## config.mk

```make
export PLATFORM = sky130hd
export DESIGN_NAME = uart_prog_loader
export DESIGN_NICKNAME = d
export VERILOG_FILES = /design/src/rtl/uart_prog_pkg.sv /design/src/rtl/uart_tx_arb.sv /design/src/rtl/uart_prog_loader.sv
export SDC_FILE = /design/constraint.sdc
export NUM_CORES = 1
export LEC_CHECK = 0
export CAP_MARGIN = 10
export CORE_MARGIN = 2
export CORE_UTILIZATION = 51
export CTS_BUF_LIST = sky130_fd_sc_hd__clkbuf_8
export CTS_CLUSTER_DIAMETER = 150
export DETAILED_ROUTE_END_ITERATION = 10
export HOLD_SLACK_MARGIN = 0.15
export PLACE_DENSITY = 0.84
export SLEW_MARGIN = 20
export SYNTH_ARGS = -nofsm -noshare
export SYNTH_HDL_FRONTEND = slang
export SYNTH_SLANG_ARGS = --single-unit
```

## constraint.sdc

```tcl
create_clock -name sys_clk -period 2.5 [get_ports sys_clk]
set_input_delay 0.5 -clock sys_clk [delete_from_list [all_inputs] [get_ports sys_clk]]
set_output_delay 0.5 -clock sys_clk [all_outputs]
set_load 0.005 [all_outputs]
```

## src/rtl/uart_prog_pkg.sv

```systemverilog
`default_nettype none
// ============================================================================
// Module      : uart_prog_pkg
// Description : Shared types and constants for the UART program loader:
//               sequencer state encoding and op_uart CSR addresses.
// Revision    : 1.0 - initial release
// ============================================================================
package uart_prog_pkg;

    // Sequencer state encoding
    typedef logic [2:0] state_t;

    localparam state_t c_st_idle    = 3'd0;
    localparam state_t c_st_cfg     = 3'd1;
    localparam state_t c_st_arb     = 3'd2;
    localparam state_t c_st_fetch   = 3'd3;
    localparam state_t c_st_load    = 3'd4;
    localparam state_t c_st_write   = 3'd5;
    localparam state_t c_st_wait_tx = 3'd6;
    localparam state_t c_st_abort   = 3'd7;

    // op_uart CSR map
    localparam logic [13:0] CSR_DATA_ADDR = 14'h000;
    localparam logic [13:0] CSR_THRU_ADDR = 14'h002;

endpackage
`default_nettype wire

```

## src/rtl/uart_tx_arb.sv

```systemverilog
`default_nettype none
// ============================================================================
// Module      : uart_tx_arb
// Description : Two-requester alternating-priority grant for the shared UART
//               TX. When both request, the one that did not go last wins.
// Revision    : 1.0 - initial release
// ============================================================================
module uart_tx_arb (
    input  logic i_cmd_last,
    input  logic i_req_stream,
    input  logic i_req_cmd,
    output logic o_grant_stream,
    output logic o_grant_cmd
);

    // Lone requester always wins; on contention the last winner yields
    assign o_grant_cmd    = i_req_cmd    & (~i_req_stream | ~i_cmd_last);
    assign o_grant_stream = i_req_stream & (~i_req_cmd    |  i_cmd_last);

endmodule
`default_nettype wire

```

## src/rtl/uart_prog_loader.sv

```systemverilog
`default_nettype none
// ============================================================================
// Module      : uart_prog_loader
// Description : Streams a program image from byte memory into op_uart through
//               its CSR bus, one byte per tx_irq completion, and shares the TX
//               with a command-byte requester.
// Revision    : 1.0 - initial release
// ============================================================================
module uart_prog_loader
    import uart_prog_pkg::*;
#(
    parameter int   MEM_AW     = 12,
    parameter int   TX_TIMEOUT = 200000,
    parameter logic THRU_VAL   = 1'b0
) (
    input  logic              sys_clk,
    input  logic              sys_rst,
    input  logic              start,
    input  logic [MEM_AW:0]   length,
    output logic              mem_rd,
    output logic [MEM_AW-1:0] mem_addr,
    input  logic [7:0]        mem_data,
    input  logic              cmd_valid,
    input  logic [7:0]        cmd_data,
    output logic              cmd_ready,
    output logic [13:0]       csr_a,
    output logic              csr_we,
    output logic [31:0]       csr_di,
    input  logic              tx_irq,
    output logic              busy,
    output logic              done,
    output logic              timeout,
    output logic [MEM_AW:0]   sent_count
);

    localparam int                c_to_w    = (TX_TIMEOUT > 1) ? $clog2(TX_TIMEOUT) : 1;
    localparam logic [c_to_w-1:0] c_to_last = c_to_w'(TX_TIMEOUT - 1);
    localparam logic [c_to_w-1:0] c_to_one  = c_to_w'(1);
    localparam logic [MEM_AW:0]   c_idx_one = {{MEM_AW{1'b0}}, 1'b1};

    state_t              r_state,    w_state_d;
    logic [MEM_AW:0]     r_len,      w_len_d;
    logic [MEM_AW:0]     r_idx,      w_idx_d;
    logic [MEM_AW:0]     r_sent,     w_sent_d;
    logic                r_busy,     w_busy_d;
    logic                r_done,     w_done_d;
    logic                r_timeout,  w_timeout_d;
    logic                r_cmd_last, w_cmd_last_d;
    logic                r_is_cmd,   w_is_cmd_d;
    logic [7:0]          r_byte,     w_byte_d;
    logic [c_to_w-1:0]   r_to_cnt,   w_to_cnt_d;
    logic                r_tx_irq_q;

    logic w_tx_rise;
    logic w_req_stream;
    logic w_grant_stream;
    logic w_grant_cmd;

    assign w_tx_rise    = tx_irq & ~r_tx_irq_q;
    assign w_req_stream = r_busy & (r_idx < r_len);

    uart_tx_arb u_arb (
        .i_cmd_last     (r_cmd_last),
        .i_req_stream   (w_req_stream),
        .i_req_cmd      (cmd_valid),
        .o_grant_stream (w_grant_stream),
        .o_grant_cmd    (w_grant_cmd)
    );

    // Sequencer registers, tx_irq edge register and timeout counter
    always_ff @(posedge sys_clk) begin
        if (sys_rst) begin
            r_state    <= c_st_idle;
            r_len      <= '0;
            r_idx      <= '0;
            r_sent     <= '0;
            r_busy     <= 1'b0;
            r_done     <= 1'b0;
            r_timeout  <= 1'b0;
            r_cmd_last <= 1'b0;
            r_is_cmd   <= 1'b0;
            r_byte     <= '0;
            r_to_cnt   <= '0;
            r_tx_irq_q <= 1'b0;
        end else begin
            r_state    <= w_state_d;
            r_len      <= w_len_d;
            r_idx      <= w_idx_d;
            r_sent     <= w_sent_d;
            r_busy     <= w_busy_d;
            r_done     <= w_done_d;
            r_timeout  <= w_timeout_d;
            r_cmd_last <= w_cmd_last_d;
            r_is_cmd   <= w_is_cmd_d;
            r_byte     <= w_byte_d;
            r_to_cnt   <= w_to_cnt_d;
            r_tx_irq_q <= tx_irq;
        end
    end

    // Next-state logic: transfer setup, arbitration, byte delivery, timeout
    always_comb begin
        w_state_d    = r_state;
        w_len_d      = r_len;
        w_idx_d      = r_idx;
        w_sent_d     = r_sent;
        w_busy_d     = r_busy;
        w_done_d     = 1'b0;
        w_timeout_d  = r_timeout;
        w_cmd_last_d = r_cmd_last;
        w_is_cmd_d   = r_is_cmd;
        w_byte_d     = r_byte;
        w_to_cnt_d   = r_to_cnt;
        case (r_state)
            c_st_idle: begin
                if (start) begin
                    w_timeout_d = 1'b0;
                    w_sent_d    = '0;
                    if (length != '0) begin
                        w_state_d = c_st_cfg;
                        w_len_d   = length;
                        w_idx_d   = '0;
                        w_busy_d  = 1'b1;
                    end else begin
                        w_done_d  = 1'b1;
                    end
                end else if (cmd_valid) begin
                    w_state_d = c_st_arb;
                end
            end
            c_st_cfg: w_state_d = c_st_arb;
            c_st_arb: begin
                if (w_grant_stream) begin
                    w_state_d    = c_st_fetch;
                    w_cmd_last_d = 1'b0;
                    w_is_cmd_d   = 1'b0;
                end else if (w_grant_cmd) begin
                    w_state_d    = c_st_write;
                    w_cmd_last_d = 1'b1;
                    w_is_cmd_d   = 1'b1;
                    w_byte_d     = cmd_data;
                end else begin
                    // Nothing left to send: close out an image transfer if one is open
                    w_state_d = c_st_idle;
                    w_done_d  = r_busy;
                    w_busy_d  = 1'b0;
                end
            end
            c_st_fetch: w_state_d = c_st_load;
            c_st_load: begin
                w_byte_d  = mem_data;
                w_state_d = c_st_write;
            end
            c_st_write: begin
                w_to_cnt_d = '0;
                w_state_d  = c_st_wait_tx;
            end
            c_st_wait_tx: begin
                if (w_tx_rise) begin
                    w_state_d = c_st_arb;
                    if (!r_is_cmd) begin
                        w_idx_d  = r_idx + c_idx_one;
                        w_sent_d = r_sent + c_idx_one;
                    end
                end else if (r_to_cnt == c_to_last) begin
                    w_state_d   = c_st_abort;
                    w_timeout_d = 1'b1;
                    w_busy_d    = 1'b0;
                end else begin
                    w_to_cnt_d = r_to_cnt + c_to_one;
                end
            end
            c_st_abort: w_state_d = c_st_idle;
            default:    w_state_d = c_st_idle;
        endcase
    end

    // State-decoded bus outputs; everything idles at zero
    always_comb begin
        mem_rd    = 1'b0;
        mem_addr  = '0;
        csr_we    = 1'b0;
        csr_a     = '0;
        csr_di    = '0;
        cmd_ready = 1'b0;
        case (r_state)
            c_st_cfg: begin
                csr_we = 1'b1;
                csr_a  = CSR_THRU_ADDR;
                csr_di = {31'b0, THRU_VAL};
            end
            c_st_fetch: begin
                mem_rd   = 1'b1;
                mem_addr = r_idx[MEM_AW-1:0];
            end
            c_st_write: begin
                csr_we    = 1'b1;
                csr_a     = CSR_DATA_ADDR;
                csr_di    = {24'h0, r_byte};
                cmd_ready = r_is_cmd;
            end
            default: ;
        endcase
    end

    assign busy       = r_busy;
    assign done       = r_done;
    assign timeout    = r_timeout;
    assign sent_count = r_sent;

endmodule
`default_nettype wire

```

**Word level (Yosys, flattened, before mapping)**

Index checks and enable logic that the tools add are counted.

- Flip-flop bits (word level): 73
- Bits of input ports: 34
- Word-level logic and storage cells: 110

- Add/sub/neg operators: 3
- $lt $le $gt $ge: 1
- Equality and inequality tests: 21
- Multiplexer cells: 47
- Bitwise operators: 10
- Reductions and logical operators: 17

Operators with widths:

| kind | count |
|---|---|
| 13-bit 2-to-1 mux | 7 |
| 13-bit one-hot mux with 2 select lines | 2 |
| 18-bit 2-to-1 mux | 2 |
| 18-bit one-hot mux with 2 select lines | 1 |
| 13-bit by 1-bit adder with 13-bit output (second input constant) | 2 |
| 8-bit 2-to-1 mux | 3 |
| 3-bit one-hot mux with 8 select lines | 1 |
| 3-bit 2-to-1 mux | 7 |
| 18-bit by 1-bit adder with 18-bit output (second input constant) | 1 |
| 18-bit equality test (second input constant) | 1 |
| 1-bit 2-to-1 mux | 18 |
| 2-bit inequality test (second input constant) | 9 |
| 8-bit one-hot mux with 2 select lines | 1 |
| 13-bit < comparator | 1 |
| 13-bit nonzero test | 1 |
| 3-bit equality test (second input constant) | 4 |
| 12-bit 2-to-1 mux | 1 |
| 3-bit AND reduction | 4 |
| 3-bit inequality test (second input constant) | 3 |
| 4-bit AND reduction | 2 |
| 2-bit nonzero test | 4 |
| 7-bit AND reduction | 1 |
| 3-bit by 2-bit equality test with 1-bit output (second input constant) | 2 |
| 5-bit AND reduction | 1 |
| other kinds (12) | 20 |

**Longest topological paths before layout**

- Word-level depth: 8
- Gate-level depth with buffers: 8

**Hierarchy**

From an unflattened synthesis, not the netlist that was laid out.

- Cell total of the unflattened synthesis: 534
- Area total of the unflattened synthesis: 4240.3 um2

Modules (own cells, without submodules):

| module | times used | cells each | area each (um2) | seq. area each (um2) |
|---|---|---|---|---|
| uart_prog_loader | 1 | 531 | 4221.5 | 1461.4 |
| uart_tx_arb | 1 | 3 | 18.8 | 0.0 |

**Worst setup path after synthesis**

OpenSTA, ideal clock, no wires.

- Path kind: in2reg
- From: input length[10]
- To: register r_idx[6]
- Setup time: 59 ps
- Arrival time: 1874 ps
- Required time: 2441 ps
- Setup slack: 567 ps
- Stages on the path: 6
- Cell sequence: nor4_1 and4_1 o21ai_1 clkbuf_1 or4_1 nand2_1

- Cells in the longest elaborated chain, start to end: 3

RTL lines:

| element | line | RTL |
|---|---|---|
| start: declaration | uart_prog_loader.sv:19 | `input logic [MEM_AW:0] length,` |
| 13-bit nonzero test | uart_prog_loader.sv:119 | `if (length != '0) begin` |
| 2-bit inequality test (no source line) | -- |  |
| 5-bit AND reduction (no source line) | -- |  |
| end signal: assignment | uart_prog_loader.sv:88 | `r_idx <= w_idx_d;` |
| end: declaration | uart_prog_loader.sv:43 | `logic [MEM_AW:0] r_idx, w_idx_d;` |

No other way between the ends.
A chain may end at the register's enable or synchronous reset.

**Worst setup path in the final report**

- From: register r_state[2]
- To: output cmd_ready

- Cells in the longest elaborated chain, start to end: 2

RTL lines:

| element | line | RTL |
|---|---|---|
| start: declaration | uart_prog_loader.sv:41 | `state_t r_state, w_state_d;` |
| start signal: assignment | uart_prog_loader.sv:73 | `r_state <= c_st_idle;` |
| start signal: assignment | uart_prog_loader.sv:86 | `r_state <= w_state_d;` |
| 3-bit equality test | uart_prog_loader.sv:186 | `case (r_state)` |
| 1-bit 2-to-1 mux | uart_prog_loader.sv:186 |  |
| end: declaration | uart_prog_loader.sv:25 | `output logic cmd_ready,` |

No other way between the ends.

==> metrics.yaml <==
status: "completed"
area_growth_pct: 24.1
drt-total-wl_mm: 11.2
drive_gt1_frac: 0.0927
avgSynthCellArea_um2: 8.03
path_class: "reg -> out"
dpl.hpwl_mm: 8.22
fp.dieW_um: 95.7
cp_max_fo: 9
fmax_mhz: 423
drv_slew: 0
rsz0062_at_grt: "no"
ys.flop_type: "dfxtp_1"
grt_pass1_wl_mm: 18.0
multi_input_area_mm2: 0.00251
cp.depth: 3
layout_min_cycle_time_ns: 2.36
synth_xor_area_frac: 0.0368
dr.pass1.iters: 5
grt_max_degree: 33
yosysMostFrequentCell: "dfxtp_1"
insertion_delay_ns: 0.36
syn_inst: 534
max_cap_viol_count: 0
yosys.area.top_type: "dfxtp_1"
synth_area_mm2: 0.00429
synth.distinct_cells: 64
leakage_nw: 1.97
postCtsSetupRepairBufs: 0
cp_data_arrival_time_ns: 1.86
slew_headroom: 0.577
synth_mux_area_frac: 0.00701
via_per_inst: 5.73
endpoint_kind: "output port"
crit_chain: "and3b_1 > and2_1 > clkdlybuf4s50_1"
io_buffer_count: 73
grt-ovfl-total: 0
postCtsResizedCells: 1
synth_compound_area_frac: 0.180
std_cell_rows: 33
vias: 4191
max-clock-path-buffers: 2
yosysWarnings: 0
gp_congestion: 0.886
synth_common_cells: "dfxtp_1, nand2_1, nor2_1"
clock_tree.root_cell: "clkbuf_8"
min_path_type: "reg -> reg"
die_h_um: 95.7
synth_top_family_by_area: "simple AND/OR/NAND/NOR gates"
fin_util: 0.650
worst_pin_slew_ns: 0.631
start_util: 0.524
fin_crit_sh: 0.945
drt_iter0_markers: 341
clkSinkCount: 73
grt_usage: 0.248
vdd_drop_max_mv: 0.312
report.final.hold_viol_count: 0
synthTopCellsByArea: "dfxtp_1, buf_4, nand2_1"
fillers: 690
ios: 111
design_area_mm2: 0.00532
avgRoutedWirePerCell_um: 15.3
clk_pin_slew_worst_paths_ns: 0.08
rr_worst_depth: 6
powerDensity_mw_per_mm2: 556
ctsHoldBuffers: 0
crit_required_ns: 2.00
cpPeakStageDelay_ns: 0.57
clock_skew_ns: 0.0144
path_buf_inv: 1
async_flop_share: 0
ff_latch_area_mm2: 0.00146
yosys.area_share.simple: 0.285
report.power.total_w: 0.00295
hold_depth: 2
drc: 0
n_antenna_cell: 0
cp_top_family: "flip-flops"
grt_pass1_vias: 3886
coreArea_mm2: 0.00818
synth_edf_count: 0
cts_buffers: 9
ant_nets: 0
start_kind: "register"
setup_tns_ns: 0
antenna_found_initial: 0
die_area_mm2: 0.00915
setup_viol: 0
ys_seq_elements: 73
fin_nets: 670
cp_slowest_cell: "dfxtp_1"
yosys.area.top_type_share: 0.341
placed_cell_area_mm2: 0.00512
tritoncts: "done"
synth_seq_area_share: 0.341
synth_fa_ha_area_frac: 0.0438
htree_levels: 3
[final timing paths]
path                            slack, ns          end        from
worst min register to register       0.46    r_byte[3]   r_byte[3]
worst min-delay path                 0.46    r_byte[3]   r_byte[3]
worst max register to register       0.39  r_to_cnt[5]  r_state[2]
worst max-delay path                 0.14    cmd_ready  r_state[2]
[registers in the layout, summed over array words and instances (netlist names)]
| signal | cells |
|---|---|
| r_byte | 8 |
| r_len | 13 |
| busy | 1 |
| r_state | 3 |
| r_is_cmd | 1 |
| done | 1 |
| r_idx | 13 |
| timeout | 1 |
| r_to_cnt | 18 |
| sent_count | 13 |
| r_tx_irq_q | 1 |
[cell type report]
class | instances | share of cell area
repair buffers | 96 | 0.176
inverters | 25 | 0.0176
clock inverters | 6 | 0.00776
flip-flops and latches | 73 | 0.275
multi-input cells | 416 | 0.473
clock buffers | 10 | 0.0259
well taps | 105 | 0.0247
[cell families (layout without fill, tap and decap cells)]
| kind of cell | after synthesis | count (layout) |
|---|---|---|
| AND/OR/NAND/NOR | 228 | 228 |
| AO/OA/AOI/OAI | 115 | 115 |
| buffers and inverters | 81 | 137 |
| flip-flops | 73 | 73 |
| XOR/XNOR | 18 | 18 |
| adder cells (fa/ha/maj) | 15 | 15 |
| multiplexers | 3 | 3 |
| other | 1 | 37 |
[cell usage in the layout (no fill, tap or decap), drive strengths merged, types with 11 or more instances in the layout]
cell            n
inv            25
nor2           42
nand3          19
buf            23
a21oi          41
nand4          12
ha             15
nand2          68
dfxtp          73
and2           18
o21ai          13
conb           37
clkdlybuf4s50  73
or4            11
[through the flow]
stage          worst slack (ns)  hold WS, ns  cells
5_1_grt                  0.0193        0.485    731
6_report                  0.136        0.460    731
2_1_floorplan             0.567        0.432    570
3_3_place_gp             0.0656        0.445    715
4_1_cts                  0.0127        0.458    731
3_5_place_dp             0.0147        0.449    715
[worst min-delay path: cells and delay by family, from the launching register on]
kind,cells,cell delay (ns)
flip-flops,1,0.30
AO/OA/AOI/OAI,1,0.06
buffers and inverters,1,0.06
[layer usage]
| metal | global-route usage | wire [um] | vias to the layer above |
|---|---|---|---|
| met3 | 0.0530 | 876 | 17 |
| met5 | 0 | 0 | - |
| met1 | 0.312 | 4700 | 1962 |
| li1 | - | - | 2025 |
| met4 | 0.0964 | 228 | 0 |
| met2 | 0.416 | 5350 | 187 |
[where the power goes]
part / switching, W / internal, W
Combinational: 0.000445 / 0.000346
Sequential: 0.0000663 / 0.00125
Clock: 0.000462 / 0.000387
Total: 0.000973 / 0.00198
No activity file was read; power rests on OpenSTA's default activity.
